`src/rtl/uart_tx.sv`:
```
// UART transmitter (8N1): valid/ready FIFO in front of a frame FSM and shift datapath.
// Optional even-parity bit between data and stop when UART_TX_PARITY_EN is defined.

module uart_tx_ctrl (
  input  logic i_SysClock,
  input  logic i_ResetN,
  input  logic fifo_empty,
  input  logic baud_end,
  input  logic baud_pre_end,
  input  logic bit_last,
  output logic pop,
  output logic shift_en,
  output logic bit_inc,
  output logic drv_stop,
`ifdef UART_TX_PARITY_EN
  output logic drv_par,
`endif
  output logic busy,
  output logic done
);
`ifdef UART_TX_PARITY_EN
  typedef enum logic [2:0] {S_IDLE, S_START, S_DATA, S_PARITY, S_STOP} state_t;
`else
  typedef enum logic [1:0] {S_IDLE, S_START, S_DATA, S_STOP} state_t;
`endif
  state_t state;

  // Datapath strobes; a pop always starts a frame (line low, counters cleared)
  always_comb begin
    pop      = 1'b0;
    shift_en = 1'b0;
    bit_inc  = 1'b0;
    drv_stop = 1'b0;
`ifdef UART_TX_PARITY_EN
    drv_par  = 1'b0;
`endif
    case (state)
      S_IDLE:  pop = !fifo_empty;
      S_START: shift_en = baud_end;
      S_DATA:
        if (baud_end) begin
          if (bit_last) begin
`ifdef UART_TX_PARITY_EN
            drv_par = 1'b1;
`else
            drv_stop = 1'b1;
`endif
          end else begin
            shift_en = 1'b1;
            bit_inc  = 1'b1;
          end
        end
`ifdef UART_TX_PARITY_EN
      S_PARITY: drv_stop = baud_end;
`endif
      S_STOP:  pop = baud_end && !fifo_empty;
      default: ;
    endcase
  end

  always_ff @(posedge i_SysClock or negedge i_ResetN) begin
    if (!i_ResetN) begin
      state <= S_IDLE;
      busy  <= 1'b0;
      done  <= 1'b0;
    end else begin
      done <= 1'b0;
      case (state)
        S_IDLE:
          if (!fifo_empty) begin
            state <= S_START;
            busy  <= 1'b1;
          end
        S_START: if (baud_end) state <= S_DATA;
        S_DATA:
          if (baud_end && bit_last) begin
`ifdef UART_TX_PARITY_EN
            state <= S_PARITY;
`else
            state <= S_STOP;
`endif
          end
`ifdef UART_TX_PARITY_EN
        S_PARITY: if (baud_end) state <= S_STOP;
`endif
        S_STOP: begin
          // look-ahead so the registered pulse lands on the last stop clock
          done <= baud_pre_end;
          if (baud_end) begin
            if (fifo_empty) begin
              state <= S_IDLE;
              busy  <= 1'b0;
            end else begin
              state <= S_START;
            end
          end
        end
        default: begin
          state <= S_IDLE;
          busy  <= 1'b0;
        end
      endcase
    end
  end
endmodule

module uart_tx_dp #(
  parameter int MAX_CYCLE_CNT = 433,
  parameter int FIFO_DEPTH    = 4
) (
  input  logic                          i_SysClock,
  input  logic                          i_ResetN,
  input  logic [7:0]                    tx_byte,
  input  logic                          tx_valid,
  input  logic                          pop,
  input  logic                          shift_en,
  input  logic                          bit_inc,
  input  logic                          drv_stop,
`ifdef UART_TX_PARITY_EN
  input  logic                          drv_par,
`endif
  input  logic                          run,
  output logic                          tx_ready,
  output logic                          tx_serial,
  output logic [$clog2(FIFO_DEPTH):0]   fifo_count,
  output logic                          fifo_empty,
  output logic                          baud_end,
  output logic                          baud_pre_end,
  output logic                          bit_last
);
  localparam int PTR_W = $clog2(FIFO_DEPTH);
  localparam int CNT_W = (MAX_CYCLE_CNT > 0) ? $clog2(MAX_CYCLE_CNT + 1) : 1;

  logic [FIFO_DEPTH-1:0][7:0] mem;
  logic [PTR_W-1:0]           wr_ptr, rd_ptr;
  logic [CNT_W-1:0]           baud_cnt;
  logic [2:0]                 bit_cnt;
  logic [7:0]                 shift;
  logic                       push;
`ifdef UART_TX_PARITY_EN
  logic                       par;
`endif

  assign tx_ready     = fifo_count != (PTR_W+1)'(FIFO_DEPTH);
  assign push         = tx_valid && tx_ready;
  assign fifo_empty   = fifo_count == '0;
  assign baud_end     = baud_cnt == CNT_W'(MAX_CYCLE_CNT);
  assign baud_pre_end = baud_cnt == CNT_W'(MAX_CYCLE_CNT - 1);
  assign bit_last     = bit_cnt == 3'd7;

  always_ff @(posedge i_SysClock)
    if (push) mem[wr_ptr] <= tx_byte;

  // Pointers wrap for free since depth is a power of two
  always_ff @(posedge i_SysClock or negedge i_ResetN) begin
    if (!i_ResetN) begin
      wr_ptr     <= '0;
      rd_ptr     <= '0;
      fifo_count <= '0;
    end else begin
      if (push) wr_ptr <= wr_ptr + PTR_W'(1);
      if (pop)  rd_ptr <= rd_ptr + PTR_W'(1);
      case ({push, pop})
        2'b10:   fifo_count <= fifo_count + (PTR_W+1)'(1);
        2'b01:   fifo_count <= fifo_count - (PTR_W+1)'(1);
        default: ;
      endcase
    end
  end

  always_ff @(posedge i_SysClock or negedge i_ResetN) begin
    if (!i_ResetN) begin
      tx_serial <= 1'b1;
      shift     <= '0;
      bit_cnt   <= '0;
      baud_cnt  <= '0;
`ifdef UART_TX_PARITY_EN
      par       <= 1'b0;
`endif
    end else if (pop) begin
      tx_serial <= 1'b0;
      shift     <= mem[rd_ptr];
      bit_cnt   <= '0;
      baud_cnt  <= '0;
`ifdef UART_TX_PARITY_EN
      par       <= ^mem[rd_ptr];
`endif
    end else begin
      baud_cnt <= (!run || baud_end) ? '0 : baud_cnt + CNT_W'(1);
      if (shift_en) begin
        tx_serial <= shift[0];
        shift     <= {1'b0, shift[7:1]};
      end
      if (bit_inc)  bit_cnt   <= bit_cnt + 3'd1;
`ifdef UART_TX_PARITY_EN
      if (drv_par)  tx_serial <= par;
`endif
      if (drv_stop) tx_serial <= 1'b1;
    end
  end
endmodule

module uart_tx #(
  parameter int SYS_CLOCK     = 50000000,
  parameter int UART_BAUDRATE = 115200,
  parameter int FIFO_DEPTH    = 4
) (
  input  logic                        i_SysClock,
  input  logic                        i_ResetN,
  input  logic [7:0]                  i_TxByte,
  input  logic                        i_TxValid,
  output logic                        o_TxReady,
  output logic                        o_TxSerial,
  output logic                        o_TxBusy,
  output logic                        o_TxDone,
  output logic [$clog2(FIFO_DEPTH):0] o_FifoCount
);
  localparam int MAX_CYCLE_CNT = ((SYS_CLOCK * 10 / UART_BAUDRATE + 5) / 10) - 1;

  logic pop, shift_en, bit_inc, drv_stop;
  logic fifo_empty, baud_end, baud_pre_end, bit_last;
`ifdef UART_TX_PARITY_EN
  logic drv_par;
`endif

  uart_tx_ctrl u_ctrl (
    .i_SysClock   (i_SysClock),
    .i_ResetN     (i_ResetN),
    .fifo_empty   (fifo_empty),
    .baud_end     (baud_end),
    .baud_pre_end (baud_pre_end),
    .bit_last     (bit_last),
    .pop          (pop),
    .shift_en     (shift_en),
    .bit_inc      (bit_inc),
    .drv_stop     (drv_stop),
`ifdef UART_TX_PARITY_EN
    .drv_par      (drv_par),
`endif
    .busy         (o_TxBusy),
    .done         (o_TxDone)
  );

  uart_tx_dp #(
    .MAX_CYCLE_CNT (MAX_CYCLE_CNT),
    .FIFO_DEPTH    (FIFO_DEPTH)
  ) u_dp (
    .i_SysClock   (i_SysClock),
    .i_ResetN     (i_ResetN),
    .tx_byte      (i_TxByte),
    .tx_valid     (i_TxValid),
    .pop          (pop),
    .shift_en     (shift_en),
    .bit_inc      (bit_inc),
    .drv_stop     (drv_stop),
`ifdef UART_TX_PARITY_EN
    .drv_par      (drv_par),
`endif
    .run          (o_TxBusy),
    .tx_ready     (o_TxReady),
    .tx_serial    (o_TxSerial),
    .fifo_count   (o_FifoCount),
    .fifo_empty   (fifo_empty),
    .baud_end     (baud_end),
    .baud_pre_end (baud_pre_end),
    .bit_last     (bit_last)
  );
endmodule

```
`config.mk`:
```
export PLATFORM = sky130hd
export DESIGN_NAME = uart_tx
export DESIGN_NICKNAME = d
export VERILOG_FILES = /design/src/rtl/uart_tx.sv
export SDC_FILE = /design/constraint.sdc
export NUM_CORES = 1
export LEC_CHECK = 0
export BUFFER_PORTS_ARGS = -buffer_cell sky130_fd_sc_hd__buf_2
export CAP_MARGIN = 30
export CORE_MARGIN = 1
export CORE_UTILIZATION = 50
export CTS_CLUSTER_SIZE = 20
export DETAILED_ROUTE_END_ITERATION = 10
export PLACE_DENSITY = 0.68
export SLEW_MARGIN = 20
export SYNTH_ARGS = -nofsm -noshare
export SYNTH_HDL_FRONTEND = slang
export SYNTH_SLANG_ARGS = --single-unit
```
`constraint.sdc`:
```
create_clock -name i_SysClock -period 6.7 [get_ports i_SysClock]
set_input_delay 0.335 -clock i_SysClock [delete_from_list [all_inputs] [get_ports i_SysClock]]
set_output_delay 0.335 -clock i_SysClock [all_outputs]
set_load 0.03 [all_outputs]
```
==> impl_metrics.tcl <==
set metrics [dict create \
    post-route-period-util_pct 52.0 \
    drive_gt1_share_pct 24.1 \
    synth_cells 209 \
    syn_area_um2 3010 \
    finish.utilization_pct 58.7 \
    start_util_pct 53.4 \
    clockRootBuffer "clkbuf_8" \
    ys_ff_latch 64 \
    finalWirelength_um 4860 \
    rows 27 \
    cts.sinks 64 \
    skew_ns 0.00639 \
    finish.instance_area_um2 3310 \
    power_frac_seq_pct 46.0 \
    io_pins 18 \
    cts_tree "yes" \
    syn_to_final_growth_pct 10.0 \
    worst_pin_slew_ns 0.930 \
    placed_area_um2 3140 \
    hp-class "input pin to async pin" \
    routed-via-count 1702 \
    avgSynthCellArea_um2 14.4 \
    grt-ovfl-total 0 \
    worstSkewPairLatency_ns 0.34 \
    postCtsHoldBufs 0 \
    seq_area_frac_synth_pct 58.5 \
    fin_nets 259 \
    ctsResizeCount 0 \
    fmax_ghz 0.287 \
    wire_per_inst_um 15.7 \
    htree_levels 3 \
    grt_pass1_vias 1676 \
    cts_buffers 9 \
    synth-main-ff-cell "edfxtp_1" \
    clock_path_buffers 2 \
    reg2reg_from "u_ctrl.state[0]" \
    hpwlAfterDp_um 3330 \
    dieArea_um2 6340 \
    clkPwrFrac_pct 21.7 \
    diodes 0 \
    cp.arrival_ns 3.75 \
    p_sw_share_pct 36.7 \
    timing_hold_violations_final 0 \
    drc 0 \
    p_comb_share_pct 32.3 \
    p_int_mw 0.848 \
    numPortBuffers 17 \
    netlist-cell-type-count 47 \
    required_ns 6.96 \
    final_cell_mix "32 x edfxtp_1, 31 x dfrtp_1, 18 x buf_2" \
    ys_async_sr_fraction_pct 50.0 \
    maxCapViolations 0 \
    n_fill_cell 424 \
    critPathCaptureType "flop" \
    worst_slew_margin_rel_pct 37.9 \
    postCtsSetupRepairBufs 0 \
    firstDrtPassIters 6 \
    power_switching_mw 0.491 \
    path_max_fanout 14 \
    leakage_nw 1.44 \
    fp.dieH_um 79.6 \
    cp-startpoint "u_ctrl.state[0]" \
    synth_nets 236 \
    synth_edf_count 32 \
    place_congestion 0.795 \
    final_cells 309 \
    reg2reg_slack_ns 3.22 \
    setup-tns-final_ns 0 \
    die_w_um 79.6 \
    grt.total_usage_pct 17.8 \
    worst-setup-path-type "flop to flop" \
    clk_pin_slew_worst_paths_ns 0.07 \
    grt_pass1_wl_um 8090 \
    ys.warnings.count 0 \
    status "finished, final reports clean" \
    grt_max_degree 33 \
    powerDensity_nw_per_um2 404 \
    vias_per_cell 5.51 \
    drt_iter0_markers 93 \
    setup_viol 0 \
    critPathLaunchType "flop" \
    r2r-end "u_dp.fifo_count[2]" \
    vdd_drop_max_mv 0.265 \
    detail-route-antenna-nets 0 \
    dp.cells 293 \
    antenna_found_initial 0 \
    final_common_cell "edfxtp_1" \
    finalCriticalPeriod_ns 3.48 \
    rsz0062_at_grt "false" \
    fp.coreArea_um2 5640 \
    reg2reg_depth 10 \
    maxSlewViolCount 0 \
]
-- how the worst max path moves through the flow --
stage,to,slack (ns),cells after the start
finish,u_dp.fifo_count[2],3.22,10
global route,u_dp.fifo_count[2],2.98,10
floorplan,u_dp.fifo_count[2],4.05,12
detailed placement,u_dp.fifo_count[2],3.23,10
CTS,u_dp.fifo_count[2],3.20,10
global placement,u_dp.fifo_count[2],3.33,10
-- final cells by class --
type                            count  area [um^2]  area share [%]
Clock buffer                        9          124            3.74
Clock inverter                      7         48.8            1.47
Inverter                           13         48.8            1.47
Multi-Input combinational cell    126         1150            34.7
Sequential cell                    64         1760            53.2
Tap cell                           72         90.1            2.72
Timing Repair Buffer               18         90.1            2.72
-- Yosys cell counts (2+ instances only) --
cell,n,area (um^2)
edfxtp_1,32,961
nand3_1,5,25.0
and4bb_2,2,25.0
o21ai_0,14,70.1
xnor2_1,4,35.0
dfrtp_1,31,776
a21oi_1,3,15.0
mux2_2,2,22.5
ha_1,15,188
nand2_1,6,22.5
nand4_1,3,18.8
mux2i_1,9,90.1
xor2_1,10,87.6
o21ai_2,4,35.0
inv_1,13,48.8
and3_1,6,37.5
nor2_1,13,48.8
mux4_2,8,180
-- per-stage QoR --
stage / hold WS [ns] / setup slack (ns) / power, mW
after global routing: 0.0878 / 2.98 / 1.43
final: 0.0407 / 3.22 / 1.34
after detailed placement: 0.433 / 3.23 / 1.07
after CTS: 0.0704 / 3.20 / 1.36
after floorplan: 0.0394 / 4.05 / 0.971
after global placement: 0.428 / 3.33 / 1.06
-- sequential cells by signal (all words and copies together), names as in the netlist --
name and count:
u_ctrl.busy 1, u_ctrl.done 1, u_ctrl.state 2, u_dp.baud_cnt 9, u_dp.bit_cnt 3, u_dp.fifo_count 3
u_dp.mem 32, u_dp.rd_ptr 2, u_dp.shift 8, u_dp.tx_serial 1, u_dp.wr_ptr 2
-- critical path, cell delays in order (launching register included) --
cell     delay, ns
dfrtp_1       0.41
inv_1         0.10
ha_1          0.37
nor3b_1       0.79
or2_1         0.62
ha_1          0.29
inv_1         0.06
fa_1          0.37
xor2_1        0.15
nor2_1        0.11
xor2_1        0.15
-- routing by layer --
| layer | up-vias | GRT usage (%) | share of wire, % |
|---|---|---|---|
| met2 | 30 | 26.0 | 48 |
| li1 | 819 | - | - |
| met5 | - | 0 | 0 |
| met1 | 849 | 24.2 | 47 |
| met3 | 4 | 5.83 | 3.6 |
| met4 | 0 | 8.18 | 1.3 |
-- cell families after synthesis --
group / share of synthesized area [%]
buffers and inverters: 3.32
adders and majority gates: 6.89
AOI/OAI and AO/OA: 6.77
and+or+nand+nor: 10.7
muxes: 9.72
xor gates and xnor gates: 4.07
DFF: 58.5
-- power by group through the flow --
stage	clock network, mW	logic [mW]	registers [mW]
after floorplan	0	0.365	0.607
after global placement	0	0.436	0.625
after detailed placement	0	0.442	0.628
after CTS	0.294	0.442	0.620
after global routing	0.313	0.485	0.635
final	0.290	0.432	0.617
(Power assumes the default switching activity.)
